$ cat config.mk
export PLATFORM = sky130hd
export DESIGN_NAME = symbol_error_counter
export DESIGN_NICKNAME = d
export VERILOG_FILES = /design/src/rtl/symbol_error_counter.sv
export SDC_FILE = /design/constraint.sdc
export NUM_CORES = 1
export LEC_CHECK = 0
export CORE_MARGIN = 8
export CORE_UTILIZATION = 46
export CTS_CLUSTER_SIZE = 12
export DETAILED_ROUTE_END_ITERATION = 8
export GPL_ROUTABILITY_DRIVEN = 0
export PLACE_DENSITY_LB_ADDON = 0.25
export SLEW_MARGIN = 20
export SYNTH_ARGS = -nofsm -noshare
export SYNTH_HDL_FRONTEND = slang
export SYNTH_SLANG_ARGS = --single-unit
export TNS_END_PERCENT = 50
$ cat constraint.sdc
create_clock -name clk -period 3.36 [get_ports clk]
set_clock_uncertainty 0.05 [all_clocks]
set_input_delay 0.336 -clock clk [delete_from_list [all_inputs] [get_ports clk]]
set_output_delay 0.336 -clock clk [all_outputs]
set_load 0.01 [all_outputs]
$ cat src/rtl/symbol_error_counter.sv
// Windowed symbol/error counter for BER measurement. Windows are delimited by rising
// edges of clear_accumulator; totals latch at each boundary once the settle phase ends.
module symbol_error_counter #(
   parameter int CNT_W          = 22,
   parameter int SETTLE_PERIODS = 1
) (
   input  logic             clk,
   input  logic             reset_n,
   input  logic             sym_clk_ena,
   input  logic             sym_correct,
   input  logic             sym_error,
   input  logic             clear_accumulator,
   output logic [CNT_W-1:0] err_total,
   output logic [CNT_W-1:0] sym_total,
   output logic             result_valid,
   output logic             error_free,
   output logic [7:0]       period_count,
   output logic             protocol_err,
   output logic [1:0]       state
);

   typedef enum logic [1:0] {
      IDLE   = 2'd0,
      SETTLE = 2'd1,
      COUNT  = 2'd2
   } state_e;

   localparam logic [CNT_W-1:0] CNT_MAX     = {CNT_W{1'b1}};
   localparam logic [15:0]      SETTLE_INIT = 16'(SETTLE_PERIODS);

   function automatic logic [CNT_W-1:0] sat_inc(input logic [CNT_W-1:0] v, input logic inc);
      if (inc && (v != CNT_MAX)) begin
         return v + CNT_W'(1);
      end else begin
         return v;
      end
   endfunction

   state_e           state_q, state_d;
   logic [15:0]      settle_q, settle_d;
   logic [CNT_W-1:0] sym_cnt_q, sym_cnt_d;
   logic [CNT_W-1:0] err_cnt_q, err_cnt_d;
   logic [CNT_W-1:0] sym_total_q, sym_total_d;
   logic [CNT_W-1:0] err_total_q, err_total_d;
   logic             result_valid_q, result_valid_d;
   logic             error_free_q, error_free_d;
   logic [7:0]       period_count_q, period_count_d;
   logic             protocol_err_q, protocol_err_d;
   logic             clr_prev_q;

   logic             boundary_s;
   logic             count_s;
   logic             err_s;
   logic             illegal_s;
   logic [CNT_W-1:0] sym_inc_s;
   logic [CNT_W-1:0] err_inc_s;

   // A symbol with both flags set counts as an error; with neither it is dropped.
   assign boundary_s = clear_accumulator & ~clr_prev_q;
   assign count_s    = sym_clk_ena & (sym_correct | sym_error);
   assign err_s      = sym_clk_ena & sym_error;
   assign illegal_s  = sym_clk_ena & ~(sym_correct ^ sym_error);
   assign sym_inc_s  = sat_inc(sym_cnt_q, count_s);
   assign err_inc_s  = sat_inc(err_cnt_q, err_s);

   // Next-state logic for the window FSM, counters and latched results
   always_comb begin
      state_d        = state_q;
      settle_d       = settle_q;
      sym_cnt_d      = sym_cnt_q;
      err_cnt_d      = err_cnt_q;
      sym_total_d    = sym_total_q;
      err_total_d    = err_total_q;
      result_valid_d = 1'b0;
      error_free_d   = error_free_q;
      period_count_d = period_count_q;
      protocol_err_d = protocol_err_q | illegal_s;
      case (state_q)
         IDLE: begin
            if (boundary_s) begin
               if (SETTLE_PERIODS > 0) begin
                  state_d  = SETTLE;
                  settle_d = SETTLE_INIT;
               end else begin
                  state_d  = COUNT;
               end
            end else begin
               state_d = IDLE;
            end
         end
         SETTLE: begin
            if (boundary_s) begin
               if (settle_q <= 16'd1) begin
                  state_d  = COUNT;
                  settle_d = 16'd0;
               end else begin
                  settle_d = settle_q - 16'd1;
               end
            end else begin
               state_d = SETTLE;
            end
         end
         COUNT: begin
            if (boundary_s) begin
               sym_total_d    = sym_inc_s;
               err_total_d    = err_inc_s;
               sym_cnt_d      = '0;
               err_cnt_d      = '0;
               result_valid_d = 1'b1;
               error_free_d   = (err_inc_s == '0);
               if (period_count_q != 8'd255) begin
                  period_count_d = period_count_q + 8'd1;
               end else begin
                  period_count_d = period_count_q;
               end
            end else begin
               sym_cnt_d = sym_inc_s;
               err_cnt_d = err_inc_s;
            end
         end
         default: begin
            state_d = IDLE;
         end
      endcase
   end

   // State registers; previous-clear resets high so a level held through reset is not an edge
   always_ff @(posedge clk or negedge reset_n) begin
      if (!reset_n) begin
         state_q        <= IDLE;
         settle_q       <= 16'd0;
         sym_cnt_q      <= '0;
         err_cnt_q      <= '0;
         sym_total_q    <= '0;
         err_total_q    <= '0;
         result_valid_q <= 1'b0;
         error_free_q   <= 1'b0;
         period_count_q <= 8'd0;
         protocol_err_q <= 1'b0;
         clr_prev_q     <= 1'b1;
      end else begin
         state_q        <= state_d;
         settle_q       <= settle_d;
         sym_cnt_q      <= sym_cnt_d;
         err_cnt_q      <= err_cnt_d;
         sym_total_q    <= sym_total_d;
         err_total_q    <= err_total_d;
         result_valid_q <= result_valid_d;
         error_free_q   <= error_free_d;
         period_count_q <= period_count_d;
         protocol_err_q <= protocol_err_d;
         clr_prev_q     <= clear_accumulator;
      end
   end

   assign err_total    = err_total_q;
   assign sym_total    = sym_total_q;
   assign result_valid = result_valid_q;
   assign error_free   = error_free_q;
   assign period_count = period_count_q;
   assign protocol_err = protocol_err_q;
   assign state        = state_q;

endmodule

==> qor.txt <==
Status = finished with violations
Failing checks = negative hold slack
Worst Path Max Fanout = 10
Routed wire per std cell = 16.0 um
Root Buffer = clkbuf_16
Dominant synthesized flop cell = dfrtp_1
Setup bufs post-CTS = 0
Vias in the first global route = 5185
Synth area leader = dfrtp_1
Worst setup EP type = register
HPWL after detailed placement = 10200 um
Synth top area share = 46.7%
Filler cell count = 1187
CP Data Arrival Time = 3040 ps
Drc violations = 0
Final period utilization = 81.2%
Fin. Hold Viols = 3
Antenna Nets Post-Route = 0
Port buffer count = 62
Final number of setup-violating endpoints = 0
Tightest Pin Transition = 892 ps
CP Launch Point = err_cnt_q[1]
Ys Warns = 0
Overflow after GRT = 0
Max-slew violation count = 0
R2R depth = 8
GRT Util Overall = 17.6%
First-pass GRT wire length = 25600 um
Req. time, crit path = 3670 ps
Core area = 13300 sq um
CP Capture Point = error_free
Cts hold-fix bufs = 0
Post-DP Area = 7010 sq um
Reg2reg end = error_free
Yosys cell types = 74
Post-synth EDFFs = 0
WL final = 14700 um
Maximum vdd drop = 0.419 mV
Fmax = 367 MHz
Via-per-instance ratio = 5.58
Met2 WL = 7060 um
Die Ht = 133 um
RSZ-0062 raised after global routing = false
Post-Route Setup TNS = 0 ps
Setup CP Type = reg -> reg
Highest routed layer = met4
Most frequent cells in the layout = 124 x nand2_1, 117 x dfrtp_1, 99 x o21ai_0
Area growth syn-to-layout = 21.2%
CTS tree = yes
Share of cells above drive strength 1 = 10.3%
Post-route cell area = 7600 sq um
Relative slew margins = 40.5%
DRT iter0 DRCs = 317
H-Tree Depth = 4
Syn Nets = 686
Min Hold Slack = -10.4 ps
Fraction of registers with async set/reset = 100%
First-pass iteration count of the detailed router = 4
Pre-CTS WS = 622 ps
Mapped Avg Cell Area = 9.31 sq um
Met3 WL = 750 um
Min Clock Period, post-route = 2730 ps
I/O Pins = 63
CTS Buf Count = 17
Critical R2R Launch = err_cnt_q[1]
Pleak = 0.00310 uW
Clk slew on worst S/H paths = 50 ps
Clock Tree Buf Depth = 2
CP startpoint kind = register
Flops & latches, synth = 118
Met1 Routed Length = 6670 um
Most area-consuming cells after synthesis = dfrtp_1 47%, o21ai_0 7.9%, nand2_1 7.5%
DIE AREA = 17600 sq um
Mapped Area = 6270 sq um
# diodes = 0
Clock Latency Late Sink = 420 ps
Initial core utilization = 47.2%
Most common cell after layout, fill and taps aside = nand2_1
Max-cap viol count = 0
Routed vias = 5147
Chip width = 133 um
Cell area power density = 624 nW/um^2
Clk sinks = 118
Seq/Total Area, Yosys = 47.1%
Cts repair resizes = 0
Final nets = 746
Worst hold path class = in -> async
Initial antenna violation count = 0
Largest net degree at the start of global routing = 69
Synthesized instance count = 674
Setup ws final = 632 ps
Std cell rows = 42
Flop-to-flop setup slack = 630 ps
routing by layer:
layer  up-vias  global-route usage (%)
li1       2515                       -
met1      2490                    21.5
met2       118                    28.4
met3        24                    5.15
met4         0                    7.19
met5         -                       0
worst min-delay path by stage:
stage                             from      endpoint  slack [ps]
after global placement    protocol_err  protocol_err         390
after floorplan                reset_n  err_cnt_q[0]         -10
final                          reset_n  err_total[4]         -10
after global routing           reset_n  err_total[0]          80
after detailed placement  protocol_err  protocol_err         410
after CTS                      reset_n  err_total[4]          20
where the power goes:
group          internal (uW)  switching [uW]  total [uW]
Sequential              1660             273        1940
Combinational            475             512         988
Clock                   1200             625        1820
Total                   3340            1410        4750
cell usage after synthesis, types with 8 or more instances:
cell type  number
a21o_1          8
clkbuf_1       24
o21ai_1         9
nor3_1         14
xnor2_1        26
a21oi_1        12
nor2_1         33
xor2_1         19
inv_1           9
dfrtp_1       117
o31ai_1        13
nand2b_1        9
nand3_1        24
a31oi_1        10
o21ai_0        99
and3_1          9
nand4_1        15
nand2_1       125
per-stage QoR:
| stage | total power [uW] | utilization (%) | cells |
|---|---|---|---|
| after CTS | 4800 | 57.2 | 923 |
| after detailed placement | 2950 | 52.7 | 891 |
| after global placement | 2900 | 52.7 | 891 |
| after global routing | 5020 | 57.2 | 923 |
| after floorplan | 2500 | - | 674 |
| final | 4750 | 57.2 | 923 |
cell families after synthesis:
logic type,count (synthesis),share of synthesized area (%)
buffers and inverters,46,4.31
AOI/OAI and AO/OA,181,18.2
and+or+nand+nor,272,22.0
xor gates and xnor gates,45,6.28
DFF,118,47.1
adders and majority gates,6,1.20
muxes,6,0.977
final cells by class:
class	count	area, sq um	share of cell area [%]
tap	176	220	2.90
clock buffer	23	468	6.16
multi-input combinational	510	3050	40.1
sequential	118	2950	38.9
inverter	9	33.8	0.444
timing repair buffer	78	751	9.87
clock inverter	9	125	1.65
registers in the layout, indices dropped and copies added (netlist names), 2 cells and up:
name and count:
sym_total 22, settle_q 16, sym_cnt_q 22, err_total 22
period_count 8, err_cnt_q 22, state 2
worst max-delay path: stages (launching register included):
cell	delay, ps
dfrtp_1	510
ha_1	260
and3_2	380
nand3_4	160
nor3_1	480
o21ai_0	170
o31a_2	150
nor4_1	290
a32o_1	210
Power figures use the tool's default switching activity.
